===== src/rtl/page_mapper_if.sv =====
// Bus interface of the page mapper.
// The CPU side drives cpu_addr, cpu_rw and cpu_vma, and receives cpu_hold.
// The memory side receives bram_cs, mem_ce, mem_we, rom_sel and ext_addr.
// The master modport is the CPU/bench view of the bus.
// The slave modport is the mapper's view of the bus.
interface page_mapper_if;
    logic [15:0] cpu_addr;
    logic        cpu_rw;
    logic        cpu_vma;
    logic        cpu_hold;
    logic        bram_cs;
    logic        mem_ce;
    logic        mem_we;
    logic        rom_sel;
    logic [17:0] ext_addr;

    modport master (
        output cpu_addr, cpu_rw, cpu_vma,
        input  cpu_hold, bram_cs, mem_ce, mem_we, rom_sel, ext_addr
    );

    modport slave (
        input  cpu_addr, cpu_rw, cpu_vma,
        output cpu_hold, bram_cs, mem_ce, mem_we, rom_sel, ext_addr
    );
endinterface


===== src/rtl/page_mapper.sv =====
// Page mapper. Translates CPU addresses to external ROM/RAM addresses and
// inserts per-device wait states. It also blocks writes to locked ROM and
// records the first write-protect violation.
// Ports:
//   clk, rst       clock and asynchronous active-high reset
//   bus            CPU and memory bus signals (page_mapper_if.slave)
//   page           {rom, bank[3:0]} selection for the $8000-$BFFF window
//   bram_disable   disables the built-in RAM at $0000-$0FFF
//   rom_lock       forbids writes to ROM
//   fault_clr      pulse that clears wp_fault
//   wp_fault       sticky write-protect violation flag
//   fault_addr     CPU address of the first violation since the last clear
module page_mapper #(
    parameter int unsigned WAIT_ROM = 2,
    parameter int unsigned WAIT_RAM = 1
) (
    input  logic              clk,
    input  logic              rst,
    page_mapper_if.slave      bus,
    input  logic [4:0]        page,
    input  logic              bram_disable,
    input  logic              rom_lock,
    input  logic              fault_clr,
    output logic              wp_fault,
    output logic [15:0]       fault_addr
);

    localparam int unsigned CNT_W = 4;

    typedef enum logic {S_IDLE, S_ACCESS} state_t;

    state_t             state;
    logic [CNT_W-1:0]   cnt;
    logic [15:0]        lat_addr;
    logic               lat_rw;
    logic [4:0]         lat_page;
    logic               lat_rom_sel;

    logic               in_access;
    logic [15:0]        sel_addr;
    logic [4:0]         sel_page;
    logic               is_bram;
    logic [17:0]        dec_addr;
    logic               dec_rom;
    logic [CNT_W-1:0]   wait_cnt;
    logic               ext_go;
    logic               blocked;
    logic               start;

    // Decode: the live bus while idle, the latched copy during a held access
    always_comb begin
        in_access = (state == S_ACCESS);
        sel_addr  = in_access ? lat_addr : bus.cpu_addr;
        sel_page  = in_access ? lat_page : page;
        is_bram   = (bus.cpu_addr[15:12] == 4'h0) && !bram_disable;

        if (sel_addr[15:14] == 2'b10) begin
            dec_addr = {sel_page[3:0], sel_addr[13:0]};
            dec_rom  = sel_page[4];
        end else begin
            dec_addr = {2'b00, sel_addr};
            dec_rom  = 1'b0;
        end

        wait_cnt = dec_rom ? CNT_W'(WAIT_ROM) : CNT_W'(WAIT_RAM);
        ext_go   = !in_access && bus.cpu_vma && !is_bram;
        blocked  = ext_go && !bus.cpu_rw && dec_rom && rom_lock;
        start    = ext_go && !blocked;
    end

    // Bus outputs; a blocked write produces no strobe and no stall
    always_comb begin
        bus.bram_cs  = !in_access && bus.cpu_vma && is_bram;
        bus.ext_addr = dec_addr;
        bus.rom_sel  = in_access ? lat_rom_sel : dec_rom;
        bus.mem_ce   = in_access || start;
        bus.mem_we   = in_access ? !lat_rw : (start && !bus.cpu_rw);
        bus.cpu_hold = in_access ? (cnt != '0) : (start && (wait_cnt != '0));
    end

    // Access sequencer, latched access copy and write-protect fault capture
    always_ff @(posedge clk or posedge rst) begin
        if (rst) begin
            state       <= S_IDLE;
            cnt         <= '0;
            lat_addr    <= '0;
            lat_rw      <= 1'b1;
            lat_page    <= '0;
            lat_rom_sel <= 1'b0;
            wp_fault    <= 1'b0;
            fault_addr  <= '0;
        end else begin
            case (state)
                S_IDLE: begin
                    if (start) begin
                        lat_addr    <= bus.cpu_addr;
                        lat_rw      <= bus.cpu_rw;
                        lat_page    <= page;
                        lat_rom_sel <= dec_rom;
                        if (wait_cnt != '0) begin
                            cnt   <= wait_cnt - CNT_W'(1);
                            state <= S_ACCESS;
                        end
                    end
                end
                S_ACCESS: begin
                    if (cnt == '0) begin
                        state <= S_IDLE;
                    end else begin
                        cnt <= cnt - CNT_W'(1);
                    end
                end
                default: state <= S_IDLE;
            endcase

            // A new violation beats a simultaneous clear; the first address is kept otherwise
            if (blocked) begin
                wp_fault <= 1'b1;
                if (!wp_fault || fault_clr) begin
                    fault_addr <= bus.cpu_addr;
                end
            end else if (fault_clr) begin
                wp_fault <= 1'b0;
            end
        end
    end

endmodule


===== src/flat_wrapper.sv =====
// flat-port wrapper written by rule: the top's interface ports become plain ports
module page_mapper_flat 
#(
    parameter int unsigned WAIT_ROM = 2,
    parameter int unsigned WAIT_RAM = 1
)
  (clk, rst, page, bram_disable, rom_lock, fault_clr, wp_fault, fault_addr, bus_cpu_addr, bus_cpu_rw, bus_cpu_vma, bus_cpu_hold, bus_bram_cs, bus_mem_ce, bus_mem_we, bus_rom_sel, bus_ext_addr);
  page_mapper_if bus_i ();
  input  logic clk;
  input  logic rst;
  input  logic [4:0] page;
  input  logic bram_disable;
  input  logic rom_lock;
  input  logic fault_clr;
  output logic wp_fault;
  output logic [15:0] fault_addr;
  input wire logic [$bits(bus_i.cpu_addr)-1:0] bus_cpu_addr;
  input wire logic [$bits(bus_i.cpu_rw)-1:0] bus_cpu_rw;
  input wire logic [$bits(bus_i.cpu_vma)-1:0] bus_cpu_vma;
  output wire logic [$bits(bus_i.cpu_hold)-1:0] bus_cpu_hold;
  output wire logic [$bits(bus_i.bram_cs)-1:0] bus_bram_cs;
  output wire logic [$bits(bus_i.mem_ce)-1:0] bus_mem_ce;
  output wire logic [$bits(bus_i.mem_we)-1:0] bus_mem_we;
  output wire logic [$bits(bus_i.rom_sel)-1:0] bus_rom_sel;
  output wire logic [$bits(bus_i.ext_addr)-1:0] bus_ext_addr;
  assign bus_i.cpu_addr = bus_cpu_addr;
  assign bus_i.cpu_rw = bus_cpu_rw;
  assign bus_i.cpu_vma = bus_cpu_vma;
  assign bus_cpu_hold = bus_i.cpu_hold;
  assign bus_bram_cs = bus_i.bram_cs;
  assign bus_mem_ce = bus_i.mem_ce;
  assign bus_mem_we = bus_i.mem_we;
  assign bus_rom_sel = bus_i.rom_sel;
  assign bus_ext_addr = bus_i.ext_addr;
  page_mapper #(.WAIT_ROM(WAIT_ROM), .WAIT_RAM(WAIT_RAM)) u_core (.clk(clk), .rst(rst), .bus(bus_i), .page(page), .bram_disable(bram_disable), .rom_lock(rom_lock), .fault_clr(fault_clr), .wp_fault(wp_fault), .fault_addr(fault_addr));
endmodule

===== config.mk =====
export PLATFORM = sky130hd
export DESIGN_NAME = page_mapper_flat
export DESIGN_NICKNAME = d
export VERILOG_FILES = /design/src/rtl/page_mapper_if.sv /design/src/rtl/page_mapper.sv /design/src/flat_wrapper.sv
export SDC_FILE = /design/constraint.sdc
export NUM_CORES = 1
export LEC_CHECK = 0
export CAP_MARGIN = 30
export CORE_ASPECT_RATIO = 0.6
export CORE_MARGIN = 2
export CORE_UTILIZATION = 50
export CTS_BUF_LIST = sky130_fd_sc_hd__clkbuf_2
export DETAILED_ROUTE_END_ITERATION = 8
export PLACE_DENSITY_LB_ADDON = 0.08
export SYNTH_ARGS = -nofsm -noshare
export SYNTH_HDL_FRONTEND = slang
export SYNTH_SLANG_ARGS = --single-unit
export TNS_END_PERCENT = 100

===== constraint.sdc =====
create_clock -name clk -period 3.21 [get_ports clk]
set_input_delay 0.642 -clock clk [delete_from_list [all_inputs] [get_ports clk]]
set_output_delay 0.642 -clock clk [all_outputs]
set_load 0.005 [all_outputs]

# == Yosys cells after proc, flatten, opt, wreduce, memory -nomap -nowiden ==
# Cells that the tools add are included.
# word_totals
reg_bits,45
inputBits,28
output_inout_bits,40
word_cells,60
# op_classes
addsub,2
n_eq_ne,4
muxes,18
n_bitwise,1
n_reduce_logical,27
# op_table
op,count
18-bit two-way mux,1
16-bit two-way mux,1
4-bit two-way mux,3
1-bit logical AND,10
1-bit two-way mux,9
4-bit zero test,2
4-bit case mux with 2 select lines,1
4-bit nonzero test,2
4-bit by 1-bit subtractor with 4-bit output (second input constant),2
1-bit zero test,7
5-bit two-way mux,1
2-bit by 1-bit inequality test with 1-bit output (second input constant),2
2-bit AND reduction,2
3-bit AND reduction,1
2-bit == test (second input constant),1
1-bit logical OR,2
2-bit two-way mux,1
2-bit inequality test (second input constant),1
1-bit case mux with 2 select lines,1
2-bit nonzero test,1
1-bit NOT,1

# == Depth between registers and ports, before layout ==
# logic_depth
ltp_word,11
depth_mapped,7

# == Worst setup path after synthesis ==
# Ideal clock, no wire load.
# synth_timing
path_kind,in2out
start,input port bus_cpu_addr[13]
end,output port bus_cpu_hold
arrival_ns,1.648
required_time_ns,2.568
slack_ns,0.920
path_stages,3
cell_sequence,or4_1 -> o21bai_2 -> o21ai_0
# synth_via
elab_chain_len,11
# synth_lines
item,line_no,rtl
from (decl),flat_wrapper.sv:17,input wire logic [$bits(bus_i.cpu_addr)-1:0] bus_cpu_addr;
4-bit zero test *,page_mapper.sv:55,is_bram = (bus.cpu_addr[15:12] == 4'h0) && !bram_disable;
1-bit logical AND *,page_mapper.sv:55,
1-bit zero test *,page_mapper.sv:66,ext_go = !in_access && bus.cpu_vma && !is_bram;
1-bit logical AND *,page_mapper.sv:66,
1-bit logical AND (3 in series),page_mapper.sv:67,blocked = ext_go && !bus.cpu_rw && dec_rom && rom_lock;
1-bit zero test,page_mapper.sv:68,start = ext_go && !blocked;
1-bit logical AND *,page_mapper.sv:68,
1-bit logical AND *,page_mapper.sv:78,bus.cpu_hold = in_access ? (cnt != '0) : (start && (wait_cnt != '0));
1-bit two-way mux *,page_mapper.sv:78,
to (decl),flat_wrapper.sv:20,output wire logic [$bits(bus_i.cpu_hold)-1:0] bus_cpu_hold;
# Every way passes the cells marked *; elsewhere a longest branch is shown, timed or not.

# == Worst setup path in the final report ==
# layout_timing
start,input port bus_cpu_addr[14]
end,output port bus_mem_we
# layout_via
elab_chain_len,11
elab_cells_between_ends,14
cone_classes,1 x eq/ne; 3 x mux; 10 x reduce/logical
# layout_lines
item,line_no,rtl
4-bit zero test,page_mapper.sv:55,
1-bit logical AND,page_mapper.sv:55,
1-bit zero test,page_mapper.sv:66,
1-bit logical AND,page_mapper.sv:66,
1-bit logical AND (3 in series),page_mapper.sv:67,
1-bit zero test,page_mapper.sv:68,
1-bit logical AND *,page_mapper.sv:68,
1-bit logical AND *,page_mapper.sv:77,bus.mem_we = in_access ? !lat_rw : (start && !bus.cpu_rw);
1-bit two-way mux *,page_mapper.sv:77,
to (decl),flat_wrapper.sv:23,output wire logic [$bits(bus_i.mem_we)-1:0] bus_mem_we;
# Marked as above.

==> results.ini <==
[status]
status=complete, no violations

[route]
drt_wl_total_um=4470
drt-initial-drc-count=63
ant_nets=0
vias_per_cell=5.20
via_count=1504
routedWlPerCell_um=15.5
first_pass_iters=4
drc=0

[placement]
pre_cts_ws_ns=-0.0190
dpl_cell_area_sq_um=2870
hpwlAfterDp_um=3300
io_buffers=67
place_congestion=0.850

[hold_path]
min_path_cells=1
hold_class=reg2reg

[logic_synthesis]
synth_edf_count=0
synth_warnings=0
synthCells=154
synth_top_area_share_pct=52.0
ys_types=38
yosys_register_bits=45
synthesis.area_sq_um=2120
synth_seq_area_share_pct=53.3
synth_top_area_cell=dfrtp_1
syn_avg_cell_area_sq_um=13.7
synth.net_count=183
async_flop_share_pct=100
synthFlopType=dfrtp_1
synth.area.top_cells=dfrtp_1 52%, mux2_2 20%, mux2_4 5.7%, mux2_1 2.1%, buf_6 1.6%

[final_layout]
fin_area_sq_um=2940
antenna_cells=0
nNetsFinal=257
drive_gt1_share_pct=30.6
num-fill-cells=294
area_growth_pct=39.1
layout_common_cells=66 x clkdlybuf4s50_1, 43 x dfrtp_1, 38 x mux2_2
mostFrequentLayoutCell=clkdlybuf4s50_1

[die]
io_pins=68
rows=18
die_y_um=54.4
initial_core_util_pct=51.9
core_sq_um=4080
die_x_um=88.0
dieArea_sq_um=4780

[pwr]
p_per_area_nw_per_um2=882
p_clk_share_pct=11.8
swShare_pct=29.3
fin_total_pwr_uw=2600
power_switching_uw=761
p_leak_uw=0.00130
p_int_uw=1840
vdd_drop_max_v=0.000476
pwr-share-seq_pct=38.6
combPwrFrac_pct=49.7

[sta]
finalSetupTns_ns=0
timing.final.crit_share_pct=98.5
min_period_ns=3.16
slew_headroom_pct=39.0
final-setup-viol-count=0
fin_skew_ns=0.0166
worst_pin_slew_ns=0.914
drv_slew=0
fmax_ghz=0.316
fin_ws_ns=0.0490
rsz0062_at_grt=yes
hold_viol=0

[clocking]
clockBufferDepth=2
clock_latency_ns=0.39
holdBufCountCts=0
postCtsSetupBuffers=0
numCtsBuffers=5
clkSlewWorstSetupHoldPaths_ns=0.21
clockRootBuffer=clkbuf_2
numClockSinks=45
htreeDepth=2
tritoncts=built

[setup_path]
cp_data_required_time_ns=2.57
arrival_ns=2.52
crit_fanout=3
rr_worst_depth=5
cp-start-kind=input port
worstSetupPathType=in2out
crit_path_end_kind=primary output

[grt]
grt_use_total_pct=19.8
grt_pass1_vias=1456
antenna_found_initial=0
grt_overflow=0
grt_max_degree=46
grt_first_pass_wirelength_um=6980

[job]
maxCapViolCount=0

-- worst max-delay path, cell delays in order --
cell and delay (ns):
clkdlybuf4s50_1 0.47, or4_4 0.56, o21ba_2 0.23, nand2_1 0.07, o22ai_1 0.08, clkdlybuf4s50_1 0.46
-- state kept, by name, summed over array words and instances (netlist names) --
name / cells
u_core.in_access: 1
u_core.lat_rw: 1
u_core.lat_addr: 16
u_core.lat_page: 5
u_core.fault_addr: 16
u_core.lat_rom_sel: 1
u_core.wp_fault: 1
u_core.cnt: 4
-- final timing paths --
check	slack (ns)	from	endpoint
worst max register to register	0.82	u_core.in_access$_DFF_PP0_	u_core.lat_addr[5]$_DFFE_PP0P_
worst min-delay path	0.50	u_core.fault_addr[15]$_DFFE_PP0P_	u_core.fault_addr[15]$_DFFE_PP0P_
max in group asynchronous	1.85	rst	u_core.in_access$_DFF_PP0_
worst max-delay path	0.05	bus_cpu_addr[14]	bus_mem_we
worst min register to register	0.50	u_core.fault_addr[15]$_DFFE_PP0P_	u_core.fault_addr[15]$_DFFE_PP0P_
min in group asynchronous	0.74	rst	u_core.fault_addr[4]$_DFFE_PP0P_
-- layout make-up --
type | instances | area [sq um] | area share [%]
clock buffers | 6 | 30.0 | 1.02
clock inverters | 2 | 33.8 | 1.15
inverters | 5 | 18.8 | 0.637
multi-input cells | 97 | 925 | 31.4
flip-flops and latches | 45 | 1130 | 38.3
well taps | 60 | 75.1 | 2.55
repair buffers | 74 | 733 | 24.9
-- repair_timing --
item / 4_1_cts / 5_1_grt
resized for setup: 2 / 2
setup endpoints to repair: 1 / 2
pin swaps: 0 / 0
gates cloned: 0 / 0
-- logic make-up (layout without fill, tap and decap cells) --
group | count (synthesis) | after routing | share of synthesized area [%]
AO/OA/AOI/OAI | 22 | 22 | 7.87
buffers and inverters | 12 | 87 | 3.31
AND/OR/NAND/NOR | 22 | 22 | 6.03
multiplexers | 51 | 51 | 28.5
adder cells (fa/ha/maj) | 1 | 1 | 0.591
flip-flops | 45 | 45 | 53.3
XOR/XNOR | 1 | 1 | 0.414
-- stage by stage --
step	cells	util, %	hold slack, ns
global placement	280	70.1	0.448
CTS	289	72.1	0.503
global route	289	72.2	0.533
detailed placement	281	70.5	0.456
floorplan	154	-	0.459
finish	289	72.2	0.499
-- cell usage after synthesis (2+ instances only) --
cell,count
a22o_1,3
dfrtp_1,44
mux2_2,38
nand2b_1,3
o21ai_0,4
nor2_1,4
nand2_1,7
a21oi_1,3
clkbuf_1,2
mux2_1,4
buf_2,2
mux2_4,8
inv_1,5
buf_6,3
-- power by group through the flow --
stage                     Sequential [uW]  Clock (uW)  Combinational (uW)
after CTS                             999         316                1310
after detailed placement             1010           0                1300
final                                1000         305                1290
after global routing                 1040         346                1400
after floorplan                       961           0                 674
after global placement                992           0                1250
-- layer usage --
metal / GRT usage (%) / part of all wire (%) / vias to the layer above
met5: 0 / 0 / -
met4: 5.90 / 0.47 / 0
met3: 5.58 / 6.8 / 4
met2: 30.2 / 44 / 56
met1: 27.8 / 48 / 732
li1: - / - / 712
Power figures use the tool's default switching activity.
